===== config.mk =====
export PLATFORM = sky130hd
export DESIGN_NAME = trace_monitor
export DESIGN_NICKNAME = d
export VERILOG_FILES = /design/src/rtl/trace_mon_pkg.sv /design/src/rtl/trace_fifo.sv /design/src/rtl/trace_monitor.sv
export SDC_FILE = /design/constraint.sdc
export NUM_CORES = 1
export LEC_CHECK = 0
export ABC_CLOCK_PERIOD_IN_PS = 20700
export CAP_MARGIN = 20
export CORE_MARGIN = 3
export CORE_UTILIZATION = 45
export DETAILED_ROUTE_END_ITERATION = 10
export GPL_ROUTABILITY_DRIVEN = 1
export PLACE_DENSITY = 0.7
export SLEW_MARGIN = 20
export SYNTH_ARGS = -nofsm -noshare
export SYNTH_HDL_FRONTEND = slang
export SYNTH_SLANG_ARGS = --single-unit

===== constraint.sdc =====
create_clock -name clk -period 20.7 [get_ports clk]
set_clock_uncertainty 0.15 [all_clocks]
set_input_delay 2.07 -clock clk [delete_from_list [all_inputs] [get_ports clk]]
set_output_delay 2.07 -clock clk [all_outputs]
set_load 0.02 [all_outputs]

===== src/rtl/trace_mon_pkg.sv =====
// trace_mon_pkg: shared types and defaults for the trace monitor.
// Build option: TRACE_MON_CHAIN_CHECK_EN enables the x/y/z chain check.
package trace_mon_pkg;

   localparam int DEPTH_DEF = 8;   // FIFO entries (power of two, 2..64)
   localparam int TW_DEF    = 16;  // timestamp width
   localparam int DW        = 32;  // watched value width
   localparam int DROP_W    = 16;  // drop counter width

   typedef enum logic [1:0] {
      IDLE  = 2'd0,
      PRIME = 2'd1,
      RUN   = 2'd2
   } state_e;

   // Entry layout at the default timestamp width. The top rebuilds the same
   // layout at its own TW and drops chain_err when the check is disabled.
   typedef struct packed {
      logic [TW_DEF-1:0] tstamp;
      logic [DW-1:0]     x;
      logic [DW-1:0]     y;
      logic [DW-1:0]     z;
      logic              chain_err;
   } trace_entry_t;

   // The stimulus chain should satisfy y = x+1 and z = y+1 (32-bit wrap).
   function automatic logic chain_broken(input logic [DW-1:0] x,
                                         input logic [DW-1:0] y,
                                         input logic [DW-1:0] z);
      return (y != x + 32'd1) || (z != y + 32'd1);
   endfunction

endpackage


===== src/rtl/trace_fifo.sv =====
// trace_fifo: synchronous FIFO of packed trace entries.
// Supports a push and a pop in the same cycle, including when full.
module trace_fifo #(
   parameter int DEPTH = 8,
   parameter int WIDTH = 8
) (
   input  logic             clk,
   input  logic             rst_n,
   input  logic             push_i,
   input  logic [WIDTH-1:0] wdata_i,
   input  logic             pop_i,
   output logic [WIDTH-1:0] rdata_o,
   output logic             full_o,
   output logic             empty_o
);

   localparam int AW = $clog2(DEPTH);

   // One extra pointer bit distinguishes full from empty.
   logic [AW:0]      wr_ptr_q, wr_ptr_d;
   logic [AW:0]      rd_ptr_q, rd_ptr_d;
   logic [WIDTH-1:0] mem_q [DEPTH];
   logic             do_push, do_pop;

   assign empty_o = (wr_ptr_q == rd_ptr_q);
   assign full_o  = (wr_ptr_q[AW] != rd_ptr_q[AW]) &&
                    (wr_ptr_q[AW-1:0] == rd_ptr_q[AW-1:0]);

   // A pop frees the slot the push needs, so full only blocks a lone push.
   assign do_pop  = pop_i && !empty_o;
   assign do_push = push_i && (!full_o || do_pop);

   assign rdata_o = mem_q[rd_ptr_q[AW-1:0]];

   // Next pointer values.
   always_comb begin
      wr_ptr_d = wr_ptr_q;
      rd_ptr_d = rd_ptr_q;
      if (do_push) wr_ptr_d = wr_ptr_q + (AW+1)'(1);
      if (do_pop)  rd_ptr_d = rd_ptr_q + (AW+1)'(1);
   end

   // Pointer registers with synchronous reset.
   // NOTE: non-blocking assignments in clocked blocks so every register
   // samples the pre-edge values, independent of statement order.
   always_ff @(posedge clk) begin
      if (!rst_n) begin
         wr_ptr_q <= '0;
         rd_ptr_q <= '0;
      end else begin
         wr_ptr_q <= wr_ptr_d;
         rd_ptr_q <= rd_ptr_d;
      end
   end

   // Entry storage write.
   // NOTE: storage is deliberately not reset; the pointers define what is
   // valid and the top masks the head while empty, so a reset here would only
   // add a reset net to every bit of the array.
   always_ff @(posedge clk) begin
      if (do_push) mem_q[wr_ptr_q[AW-1:0]] <= wdata_i;
   end

endmodule


===== src/rtl/trace_monitor.sv =====
// trace_monitor: samples x/y/z every clock and queues a timestamped snapshot
// whenever any of them changes; a valid/ready reader drains the queue.
// Build option: TRACE_MON_CHAIN_CHECK_EN stores a per-entry chain check
// (y == x+1, z == y+1); without it out_chain_err is tied low.
module trace_monitor
   import trace_mon_pkg::*;
#(
   parameter int DEPTH = DEPTH_DEF,
   parameter int TW    = TW_DEF
) (
   input  logic              clk,
   input  logic              rst_n,
   input  logic              enable,
   input  logic              clr_ovf,
   input  logic [DW-1:0]     x_in,
   input  logic [DW-1:0]     y_in,
   input  logic [DW-1:0]     z_in,
   output logic              out_valid,
   input  logic              out_ready,
   output logic [TW-1:0]     out_time,
   output logic [DW-1:0]     out_x,
   output logic [DW-1:0]     out_y,
   output logic [DW-1:0]     out_z,
   output logic              out_chain_err,
   output logic              overflow,
   output logic [DROP_W-1:0] drop_cnt
);

   typedef struct packed {
      logic [TW-1:0] tstamp;
      logic [DW-1:0] x;
      logic [DW-1:0] y;
      logic [DW-1:0] z;
`ifdef TRACE_MON_CHAIN_CHECK_EN
      logic          chain_err;
`endif
   } entry_t;

   localparam int EW = $bits(entry_t);

   state_e            state_q, state_d;
   logic [TW-1:0]     ts_q, ts_d;
   logic [DW-1:0]     shx_q, shy_q, shz_q;
   logic [DW-1:0]     shx_d, shy_d, shz_d;
   logic              ovf_q, ovf_d;
   logic [DROP_W-1:0] drop_q, drop_d;

   logic   capture, shadow_we, changed;
   logic   fifo_full, fifo_empty, pop, drop;
   entry_t wr_entry, head;
   logic [EW-1:0] fifo_rdata;

   // ---------------- FSM ----------------

   // State register.
   always_ff @(posedge clk) begin
      if (!rst_n) state_q <= IDLE;
      else        state_q <= state_d;
   end

   // Next-state logic.
   // NOTE: every variable assigned in a combinational block gets a default
   // first, so no path leaves it unassigned and no latch is inferred.
   always_comb begin
      state_d = state_q;
      unique case (state_q)
         IDLE:    if (enable) state_d = PRIME;
         PRIME:   state_d = enable ? RUN : IDLE;
         RUN:     if (!enable) state_d = IDLE;
         default: state_d = IDLE;
      endcase
   end

   // FSM outputs: PRIME snapshots unconditionally, RUN only on a change.
   always_comb begin
      capture   = 1'b0;
      shadow_we = 1'b0;
      unique case (state_q)
         PRIME: begin
            capture   = 1'b1;
            shadow_we = 1'b1;
         end
         RUN: begin
            capture   = changed;
            shadow_we = 1'b1;
         end
         default: ;
      endcase
   end

   // ---------------- shadows, timestamp ----------------

   assign changed = (x_in != shx_q) || (y_in != shy_q) || (z_in != shz_q);

   assign shx_d = shadow_we ? x_in : shx_q;
   assign shy_d = shadow_we ? y_in : shy_q;
   assign shz_d = shadow_we ? z_in : shz_q;
   assign ts_d  = ts_q + TW'(1);

   // Shadow copies of the last sampled inputs and the free-running timestamp.
   always_ff @(posedge clk) begin
      if (!rst_n) begin
         shx_q <= '0;
         shy_q <= '0;
         shz_q <= '0;
         ts_q  <= '0;
      end else begin
         shx_q <= shx_d;
         shy_q <= shy_d;
         shz_q <= shz_d;
         ts_q  <= ts_d;
      end
   end

   // ---------------- FIFO and drop accounting ----------------

   // Snapshot of the current sample, stamped with the pre-edge counter.
   always_comb begin
      wr_entry        = '0;
      wr_entry.tstamp = ts_q;
      wr_entry.x      = x_in;
      wr_entry.y      = y_in;
      wr_entry.z      = z_in;
`ifdef TRACE_MON_CHAIN_CHECK_EN
      wr_entry.chain_err = chain_broken(x_in, y_in, z_in);
`endif
   end

   assign out_valid = !fifo_empty;
   assign pop       = out_valid && out_ready;
   assign drop      = capture && fifo_full && !pop;

   trace_fifo #(
      .DEPTH (DEPTH),
      .WIDTH (EW)
   ) u_fifo (
      .clk     (clk),
      .rst_n   (rst_n),
      .push_i  (capture),
      .wdata_i (wr_entry),
      .pop_i   (pop),
      .rdata_o (fifo_rdata),
      .full_o  (fifo_full),
      .empty_o (fifo_empty)
   );

   // Clear first, then a same-cycle drop overrides it and counts as one.
   always_comb begin
      ovf_d  = ovf_q;
      drop_d = drop_q;
      if (clr_ovf) begin
         ovf_d  = 1'b0;
         drop_d = '0;
      end
      if (drop) begin
         ovf_d = 1'b1;
         if (drop_d != '1) drop_d = drop_d + DROP_W'(1);
      end
   end

   // Sticky overflow flag and saturating drop counter.
   always_ff @(posedge clk) begin
      if (!rst_n) begin
         ovf_q  <= 1'b0;
         drop_q <= '0;
      end else begin
         ovf_q  <= ovf_d;
         drop_q <= drop_d;
      end
   end

   assign overflow = ovf_q;
   assign drop_cnt = drop_q;

   // ---------------- head outputs ----------------

   assign head     = entry_t'(fifo_rdata);
   assign out_time = out_valid ? head.tstamp : '0;
   assign out_x    = out_valid ? head.x      : '0;
   assign out_y    = out_valid ? head.y      : '0;
   assign out_z    = out_valid ? head.z      : '0;
`ifdef TRACE_MON_CHAIN_CHECK_EN
   assign out_chain_err = out_valid && head.chain_err;
`else
   assign out_chain_err = 1'b0;
`endif

endmodule


# --- Word-level counts from Yosys, hierarchy flattened ---
# Memories as Yosys holds them, arrays and structs flattened. A register that Yosys moved wholly into a read port is not among the register bits.
# Index checks and enable logic that the tools add are counted.
word_totals:
  word_cells: 60
  inputBits: 101
  out_inout_bits: 131
  regBits: 139
  memories: 1
  ram_bits: 896
memory_table:
  columns: ["memory", "words", "word_bits", "read_ports", "rd_clocked_by_memory_dff", "write_ports", "line", "rtl"]
  rows:
  - ["u_fifo.mem_q", 8, 112, 1, 1, 1, "trace_fifo.sv:22", "logic [WIDTH-1:0] mem_q [DEPTH];"]
classes:
  n_eq_ne: 11
  n_reduce_logical: 16
  muxes: 19
  n_addsub: 4
op_table:
  columns: ["op", "n"]
  rows:
  - ["32-bit two-way mux", 3]
  - ["32-bit inequality test", 3]
  - ["16-bit two-way mux", 4]
  - ["16-bit by 1-bit adder with 16-bit output, second input constant", 2]
  - ["16-bit inequality test, second input constant", 1]
  - ["4-bit by 1-bit adder with 4-bit output, second input constant", 2]
  - ["1-bit logical AND", 6]
  - ["2-bit two-way mux", 3]
  - ["3-bit two-way mux", 2]
  - ["2-bit case mux with 3 select lines", 1]
  - ["1-bit two-way mux", 5]
  - ["4-bit == test", 1]
  - ["2-bit inequality test, second input constant", 2]
  - ["3-bit == test", 1]
  - ["1-bit zero test", 3]
  - ["1-bit logical OR", 3]
  - ["2-bit by 1-bit == test with 1-bit output, second input constant", 1]
  - ["2-bit == test, second input constant", 1]
  - ["2-bit zero test", 1]
  - ["1-bit case mux with 2 select lines", 1]
  - ["2-bit AND reduction", 1]
  - ["2-bit nonzero test", 1]
  - ["2-bit OR reduction", 1]
  - ["1-bit inequality test", 1]

# --- Longest topological paths before layout ---
# Gate-level depths: netlist of the first run.
depth:
  ltp_word: 8
  depth_mapped: 10

# --- Modules after synthesis ---
# Synthesis of the first run repeated with hierarchy kept, for this count alone.
hier_totals:
  cells_unflattened: 2138
  area_unflattened_um2: 41623.7
by_module_without_submodules:
  columns: ["mod", "instances", "area_per_inst_um2", "cells_each"]
  rows:
  - ["trace_fifo", 1, 34444.3, 1365]
  - ["trace_monitor", 1, 7179.4, 773]

# --- Least setup slack after synthesis of the first run ---
# Ideal clock, no wire load.
synth_path:
  kind: "input -> register"
  from: "in z_in[28]"
  to: "mem u_fifo.mem_q[4][0] in the netlist's numbering (enable)"
  path_buffers: 1
  setup_ps: 743
  t_required_ps: 19807
  path_stages: 8
  slack_ps: 8322
  arrival_time_ps: 11485
  cell_sequence: "xor2_1 -> nor4_1 -> nand4_1 -> nor4_1 -> and2_1 -> buf_2 -> or4_1 -> nor3b_1"
synth_between:
  elab_chain_len: 6
synth_lines:
  columns: ["item", "line", "rtl"]
  rows:
  - ["start, declared", "trace_monitor.sv:17", "input logic [DW-1:0] z_in,"]
  - ["32-bit inequality test", "trace_monitor.sv:93", "assign changed = (x_in != shx_q) || (y_in != shy_q) || (z_in != shz_q);"]
  - ["1-bit logical OR", "trace_monitor.sv:93", null]
  - ["1-bit case mux with 2 select lines", "trace_monitor.sv:78", "unique case (state_q)"]
  - ["1-bit logical AND", "trace_fifo.sv:31", "assign do_push = push_i && (!full_o || do_pop);"]
  - ["1-bit two-way mux", "trace_fifo.sv:61", "if (do_push) mem_q[wr_ptr_q[AW-1:0]] <= wdata_i;"]
  - ["1-bit two-way mux (implied by the code)", "trace_fifo.sv:61", null]
  - ["end, declared", "trace_fifo.sv:22", null]
# No other way between the ends.

==> results of run 1 <==
-- kinds of logic after synthesis --
| kind of cell | after synthesis | share of synthesized area, % |
|---|---|---|
| AO/OA/AOI/OAI | 33 | 0.559 |
| XOR/XNOR | 118 | 2.57 |
| adder cells (fa/ha/maj) | 7 | 0.216 |
| buffers and inverters | 117 | 1.17 |
| flip-flops | 1038 | 73.4 |
| multiplexers | 442 | 17.8 |
| other | 1 | 0.00925 |
| AND/OR/NAND/NOR | 383 | 4.28 |
-- power by group --
| part | internal (mW) | switching (mW) | leakage, nW |
|---|---|---|---|
| Clock | 1.08 | 0.766 | 1.66 |
| Sequential | 2.30 | 0.0256 | 9.25 |
| Combinational | 0.221 | 0.266 | 4.14 |
| Total | 3.60 | 1.06 | 15.1 |
-- cells in the mapped netlist, types with 2 or more instances --
library cell	instances	area share, %
edfxtp_1	896	66
nor2_1	245	2.3
mux4_2	224	12
mux2i_1	218	5.4
dfxtp_1	142	7.0
xor2_1	107	2.3
clkbuf_1	75	0.69
nand2_1	26	0.24
nor4_1	26	0.40
buf_2	17	0.21
buf_1	16	0.15
nand3_1	14	0.17
nand4_1	14	0.22
or3_1	10	0.15
xnor2_1	10	0.22
and2_1	9	0.14
a21oi_1	8	0.099
ha_1	7	0.22
nor2b_1	7	0.11
and3_1	6	0.093
inv_1	6	0.056
nor3_1	6	0.074
nand2b_1	5	0.077
o21ai_0	5	0.062
o31ai_1	5	0.093
a21o_1	3	0.056
and4b_1	3	0.074
o2111ai_1	3	0.065
or4_1	3	0.056
and4_1	2	0.043
buf_4	2	0.037
nor3b_1	2	0.037
o211ai_1	2	0.037
-- worst max-delay path: cells and delay by family (launching register included) --
family | cells | cell delay, ns
mux | 2 | 0.85
flops | 1 | 0.90
simple gates | 1 | 0.08
buf+inv | 3 | 2.14
-- layout make-up --
cell class              count  area (µm²)  area share, %
inverters                   6        25.0         0.0525
flip-flops and latches   1038       29800           62.5
well taps                1165        1460           3.06
diodes                      6        15.0         0.0315
clock inverters            51         509           1.07
repair buffers            263        2600           5.46
multi-input cells         984       10400           21.8
clock buffers             142        2900           6.08
-- sequential cells by signal, summed over array words and instances, names as in the netlist, named ones only --
name / cells
shy_q: 32
overflow: 1
shx_q: 32
u_fifo.wr_ptr_q: 4
state_q: 2
shz_q: 32
ts_q: 16
u_fifo.mem_q: 896
u_fifo.rd_ptr_q: 4
drop_cnt: 16
-- worst paths after layout --
kind	cells past startpoint	end	slack, ns	from
max reg2reg	9	u_fifo.mem_q[3][48]	15.60	shz_q[28]
min reg2reg	2	u_fifo.wr_ptr_q[3]	0.34	u_fifo.wr_ptr_q[3]
max	6	out_z[29]	13.75	register
min	2	u_fifo.wr_ptr_q[3]	0.34	u_fifo.wr_ptr_q[3]
-- per-stage QoR --
step	total power [mW]	utilization [%]	std cells	worst slack, ns	instance area, µm²
floorplan	2.67	-	2139	8.32	40500
finish	4.66	53.6	3655	13.75	47700
global placement	2.86	49.7	3454	13.30	44200
CTS	4.71	53.5	3647	13.50	47600
global route	4.83	53.6	3651	13.30	47600
detailed placement	2.87	49.7	3454	13.20	44200
-- layer usage --
metal	track usage (%)	wire length, µm
met1	27.2	38300
met2	33.2	46500
met3	4.46	6670
met4	5.00	1670
met5	0	36
==> summary.md, run 1 <==
| Metric | Value |
|---|---|
| Later-pin clock latency in the skew report | around 0.66 ns |
| Slew HR | between 20% and 30% |
| Ys flop type | edfxtp_1 |
| # clock sinks | 1038 |
| Die W | 306 µm |
| Ys Warns | 0 |
| Worst EP arrival | about 4.7 ns |
| Synthesized area per cell | 19.0 µm² |
| Vias in the first global route | 21500 |
| Worst-path clk slew | 0.06 ns |
| H-tree depth | 3 |
| Tcrit/Tclk final | 33.6% |
| Num rows | roughly 110 |
| Register bit total from synthesis | 1038 |
| Lkg Pwr | approximately 15 nW |
| Slew @ Worst Pin | 1.10 ns |
| Routability congestion estimate | 0.777 |
| # IOs | 232 |
| Worst Path Required | about 18 ns |
| Critical path endpoint category | primary output |
| Slowest stage delay, CP | 0.90 ns |
| Number of synthesized flops with an enable pin | 896 |
| Peak supply drop | 0.0000623 V |
| Initial drt markers | about 2100 |
| First-pass GRT wire length | 140000 µm |
| Post-synthesis async set-or-reset flop share | 0% |
| Core ar. | 88900 µm² |
| Final hold violation count | 0 |
| Critical-path cell with the highest stage delay | dfxtp_4 |
| Starting Density | 45.6% |
| RSZ-0062 raised after global routing | false |
| Netlist Area Pre-Place | 40500 µm² |
| Commonest non-fill, non-tap cell in the layout | edfxtp_1 |
| Die height | roughly 310 µm |
| Min Tclk post-route | 6.95 ns |
| Max Slew Vio Count | 0 |
| Commonest cells after routing, fill and taps aside | 896 x edfxtp_1, 244 x nor2_1, 230 x clkdlybuf4s50_1, 224 x mux4_2, 218 x mux2i_1 |
| Max Cap Viol | 0 |
| Setup TNS | 0 ns |
| 1st-pass router iterations | 6 |
| Syn nets | 2247 |
| Final setup viols | 0 |
| Initial antenna violation count | 10 |
| Post-DR wirelength/cell | roughly 26 µm |
| CP Launch Type | register |
| WHS | 0.345 ns |
| Routed WL | 93300 µm |
| Clock root cell | clkbuf_16 |
| Cts hold-fix bufs | 0 |
| # nets final | 2505 |
| Cell count after synthesis | 2139 |
| Worst hold path class | reg -> reg |
| Clk buf depth | 3 |
| Port buffer count | 230 |
| Fillers | between 6000 and 7000 |
| Synth cell types | 48 |
| Full die area | 93700 µm² |
| Total CTS buffers | 104 |
| GR Util All Layers | about 20% |
| DRT antenna net count | 0 |
| Total number of vias | 20500 |
| Gr ovfl total | 0 |
| Area Growth Syn to Fin | 17.5% |
| Critical path class | reg -> out |
| Peak Freq | between 100 and 150 MHz |
| Post-CTS resize count | 0 |
| Critical-path maximum fanout | 53 |
| Largest net degree at the start of global routing | 181 |
| Sequential area share after synthesis | 73.4% |
| Post-detail-place hpwl | 55300 µm |
| Worst path cell trace | buf_6 > buf_4 > mux4_2 > mux2i_1 > nor2_1 > clkdlybuf4s50_1 |
| Postcts setup bufs | 0 |
| Share of cells above drive strength 1 | ~17% |
| Status | finished, final reports clean |
| Power Density | 97.8 nW/µm² |
| # DRC | 0 |
| CTS tree | yes |
| Avg Vias per Cell | 5.62 |
Power figures use the tool's default switching activity.
==> inputs of run 2 (changes only) <==
- ABC_CLOCK_PERIOD_IN_PS: 20700 -> 5570
- PLACE_DENSITY: 0.7 -> 0.72
- clock period: 20.7 -> 5.57 ns (I/O delays scaled with it)
==> summary.md, run 2 (synthesis results as in run 1) <==
| Metric | Value |
|---|---|
| Gr ovfl total | 0 |
| Clock root cell | clkbuf_16 |
| Die W | 306 µm |
| Num rows | 109 |
| Full die area | 93700 µm² |
| Min Tclk post-route | 4.57 ns |
| Total CTS buffers | a little over 100 |
| Core ar. | ~89000 µm² |
| First-pass GRT wire length | roughly 140000 µm |
| Routed WL | ~95000 µm |
| Setup TNS | 0 ns |
| Max Slew Vio Count | 0 |
| Later-pin clock latency in the skew report | 0.67 ns |
| Final worst slack | about 1 ns |
| Met2 wire length | 47700 µm |
| Critical path endpoint category | register |
| Gate power share | a little over a tenth |
| Initial drt markers | 1946 |
| Share of cells above drive strength 1 | 18.5% |
| Vias in the first global route | 21600 |
| DRT antenna net count | 0 |
| Post-detail-place hpwl | between 50000 and 60000 µm |
| H-tree depth | 3 |
| Max reg flops | 896 |
| Worst Path Required | 5.75 ns |
| Critical path class | in -> reg |
| WL met3 | 6770 µm |
| Critical-path maximum fanout | 48 |
| Max Cap Viol | 0 |
| CTS tree | yes |
| WL met1 | 37700 µm |
| Worst hold path class | reg -> reg |
| Sw frac | a little under a quarter |
| Post-DR wirelength/cell | 25.7 µm |
| # nets final | 2529 |
| Area Growth Syn to Fin | 19.0% |
| Post-CTS resize count | 0 |
| Tcrit/Tclk final | 82.0% |
| Peak Freq | 219 MHz |
| Peak supply drop | 0.000272 V |
| Port buffer count | 230 |
| Worst EP arrival | 4.75 ns |
| Sequential share of power | between 40 and 50% |
| Final setup viols | 0 |
| Status | finished, final reports clean |
| Slew @ Worst Pin | 1.14 ns |
| Psw | 4.00 mW |
| Lkg Pwr | 15.3 nW |
| Power, Total | 17.6 mW |
| Commonest non-fill, non-tap cell in the layout | edfxtp_1 |
| Total number of vias | 20800 |
| Pint | around 14 mW |
| RSZ-0062 raised after global routing | false |
| # clock sinks | 1038 |
| Clk buf depth | 3 |
| Pre-CTS setup slack | 0.323 ns |
| Starting Density | 45.6% |
| Power Density | 366 nW/µm² |
| Clock share of power | 40.4% |
| Initial antenna violation count | 17 |
| Largest net degree at the start of global routing | 106 |
| CP Launch Type | input pin |
| Final hold violation count | 0 |
| Cts hold-fix bufs | 0 |
| Commonest cells after routing, fill and taps aside | 896 x edfxtp_1, 244 x nor2_1, 230 x clkdlybuf4s50_1, 224 x mux4_2, 218 x mux2i_1 |
| 1st-pass router iterations | 7 |
| # IOs | 232 |
| # DRC | 0 |
| Worst-path clk slew | approximately 0.060 ns |
| Top Metal Used | met5 |
| GR Util All Layers | 20.2% |
| Die height | between 300 and 400 µm |
| Avg Vias per Cell | 5.65 |
| Postcts setup bufs | 0 |
| Slew HR | 24.0% |
| Routability congestion estimate | 0.764 |
-- run 2: cell count changes in the layout (fill, tap and decap cells not counted), moves of 5 or more --
cell	change
clkbuf_1	-11
buf_12	+14
buf_4	+12
clkinv_2	+9
bufinv_16	+5
clkinv_1	-8
-- run 2: power by group through the flow --
stage | clock, mW | combinational, mW | sequential (mW)
after floorplan | 0 | 1.13 | 8.77
after global placement | 0 | 1.87 | 8.79
after detailed placement | 0 | 1.89 | 8.80
after CTS | 7.25 | 1.91 | 8.64
after global routing | 7.56 | 2.01 | 8.64
final | 7.13 | 1.87 | 8.64
-- run 2: cell type report --
class / count / area, µm²
Sequential cell: 1038 / 29800
Timing Repair Buffer: 290 / 3020
Clock inverter: 59 / 693
Inverter: 6 / 25.0
Fill cell: 6760 / 40700
Clock buffer: 131 / 2860
Multi-Input combinational cell: 984 / 10400
Antenna cell: 7 / 17.5
Tap cell: 1165 / 1460
-- run 2: worst paths after layout --
check	from	end	slack [ns]	depth (start not counted)
max reg2reg	shy_q[12]	u_fifo.mem_q[3][92]	1.29	9
min reg2reg	drop_cnt[15]	drop_cnt[15]	0.34	2
max	y_in[12]	u_fifo.mem_q[3][92]	1.00	10
min	drop_cnt[15]	drop_cnt[15]	0.34	2
-- run 2: critical path, cell delays in order --
cell and delay [ns]:
clkdlybuf4s50_1 0.72, xor2_1 0.64, nor4_1 0.12, nand4_1 0.19, nor4_1 0.11, and2_1 0.19, buf_4 0.22, nor3_1 0.48
and4b_4 1.02, buf_4 0.44
-- run 2: metrics by stage --
stage	hold slack, ns	std cells	utilization, %	cell area [µm²]
floorplan	0.305	2139	-	40600
global placement	0.322	3480	50.1	44600
detailed placement	0.329	3481	50.2	44600
CTS	0.338	3671	54.2	48200
global route	0.351	3675	54.2	48200
finish	0.336	3680	54.3	48200
-- run 2: per-layer routing --
layer,track usage (%),vias up
li1,-,9018
met1,26.4,10900
met2,34.3,726
met3,4.55,152
met4,5.51,16
met5,0,-
==> inputs of run 3 (changes only) <==
- ABC_CLOCK_PERIOD_IN_PS: 5570 -> 4300
- PLACE_DENSITY: 0.72 -> 0.7
- clock period: 5.57 -> 4.3 ns (I/O delays scaled with it)
==> summary.md, run 3 (synthesis results as in run 1) <==
| Metric | Value |
|---|---|
| DRT antenna net count | 0 |
| Gr ovfl total | 0 |
| Max Cap Viol | 0 |
| 1st-pass router iterations | 5 |
| Status | finished, final reports clean |
| Total number of vias | 21400 |
| Critical-path cell with the highest stage delay | clkdlybuf4s50_1 |
| Share of cells above drive strength 1 | 21.0% |
| Max Slew Vio Count | 0 |
| CP Launch Type | register |
| Slew @ Worst Pin | 0.976 ns |
| Avg Vias per Cell | around 5.7 |
| Final hold violation count | 0 |
| # IOs | 232 |
| Buf/Inv on CP | 3 |
| Routability congestion estimate | just under 0.8 |
| Worst EP arrival | 3.38 ns |
| Total CTS buffers | about 100 |
| Clk buf depth | 3 |
| # DRC | 0 |
| Critical path class | reg -> out |
| Lkg Pwr | roughly 16 nW |
| Largest net degree at the start of global routing | 88 |
| Post-CTS resize count | 0 |
| Final worst slack | 0.343 ns |
| Num rows | 109 |
| Fillers | 6723 |
| Post-DR wirelength/cell | 26.4 µm |
| CTS tree | yes |
| Port buffer count | 230 |
| Area Growth Syn to Fin | 20.6% |
| Slowest stage delay, CP | 0.56 ns |
| Critical path's top delay family | buffers and inverters |
| Routed WL | 99200 µm |
| Critical-path maximum fanout | 31 |
| Full die area | 93700 µm² |
| Setup TNS | 0 ns |
| Commonest non-fill, non-tap cell in the layout | edfxtp_1 |
| Core ar. | 88900 µm² |
| Critical path endpoint category | primary output |
| # clock sinks | between 1000 and 1500 |
| Clock root cell | clkbuf_16 |
| GR Util All Layers | 21.2% |
| Antenna diodes | 0 |
| Starting Density | 45.6% |
| Slew HR | 34.9% |
| Worst-path clk slew | 0.06 ns |
| Later-pin clock latency in the skew report | 0.67 ns |
| Worst hold path class | reg -> reg |
| Max reg flops | 896 |
| Die W | about 310 µm |
| # nets final | 2608 |
| Post-detail-place hpwl | 62400 µm |
| Worst Path Required | about 3.7 ns |
| Die height | approximately 310 µm |
| Tcrit/Tclk final | 92.0% |
| Cts hold-fix bufs | 0 |
| Peak supply drop | 0.000327 V |
| Postcts setup bufs | 0 |
| Final setup viols | 0 |
| Power Density | 461 nW/µm² |
| Peak Freq | 253 MHz |
| Initial drt markers | 2081 |
| Pre-CTS setup slack | approximately 0.16 ns |
| First-pass GRT wire length | 148000 µm |
| Initial antenna violation count | 5 |
| RSZ-0062 raised after global routing | false |
| Vias in the first global route | 22200 |
| Min Tclk post-route | slightly below 4 ns |
| Worst path cell trace | buf_4 > buf_12 > mux4_2 > mux2i_1 > nor2_1 > clkdlybuf4s50_1 |
| H-tree depth | 3 |
| Commonest cells after routing, fill and taps aside | 896 x edfxtp_1, 244 x nor2_1, 230 x clkdlybuf4s50_1, 224 x mux4_2, 218 x mux2i_1 |
## run 3: cell count changes in the layout (fill, tap and decap cells not counted), sizes merged
cell	before	now
clkinvlp	3	9
clkbuf	131	136
clkinv	39	40
inv	10	11
bufinv	13	7
buf	60	136
diode	7	0
## run 3: tightest hold or removal path, stage by stage, from the launching register on
cell     delay [ns]
dfxtp_1        0.33
nand2_1        0.06
mux2i_1        0.06
## run 3: final timing paths
kind	startpoint	endpoint	slack (ns)	cells after the start
setup / recovery	register	out_time[7]	0.34	6
hold reg to reg	u_fifo.wr_ptr_q[3]	u_fifo.wr_ptr_q[3]	0.35	2
setup reg to reg	shz_q[4]	u_fifo.mem_q[2][4]	0.80	10
hold / removal	u_fifo.wr_ptr_q[3]	u_fifo.wr_ptr_q[3]	0.35	2
## run 3: power by group
group          total (mW)  leakage (nW)  switching (mW)  internal, mW
clock network        8.82          1.63            3.78          5.03
registers            11.2          9.26          0.0974          11.1
logic                2.56          4.78            1.42          1.14
total                22.5          15.7            5.30          17.3
## run 3: metrics by stage
stage	utilization (%)	area, µm²	std cells	hold slack (ns)	total power [mW]
finish	55.0	48900	3756	0.349	22.5
global route	55.0	48900	3756	0.385	23.3
CTS	55.0	48900	3756	0.352	22.7
detailed placement	51.2	45500	3559	0.344	14.0
global placement	51.2	45500	3559	0.319	13.9
floorplan	-	40600	2139	0.305	12.8
## run 3: area by class of cell
class	instances	area (µm²)	share of cell area, %
well taps	1165	1460	2.98
clock buffers	136	2790	5.71
flip-flops and latches	1038	29800	60.9
inverters	6	25.0	0.0512
multi-input cells	984	10400	21.3
clock inverters	61	552	1.13
repair buffers	366	3890	7.95
## run 3: routing by layer
metal | part of all wire [%] | global-route usage [%] | up-vias
met5 | 0.045 | 0 | -
met4 | 1.9 | 5.20 | 6
met3 | 6.6 | 3.72 | 118
met2 | 51 | 35.7 | 799
met1 | 41 | 29.1 | 11300
li1 | - | - | 9171
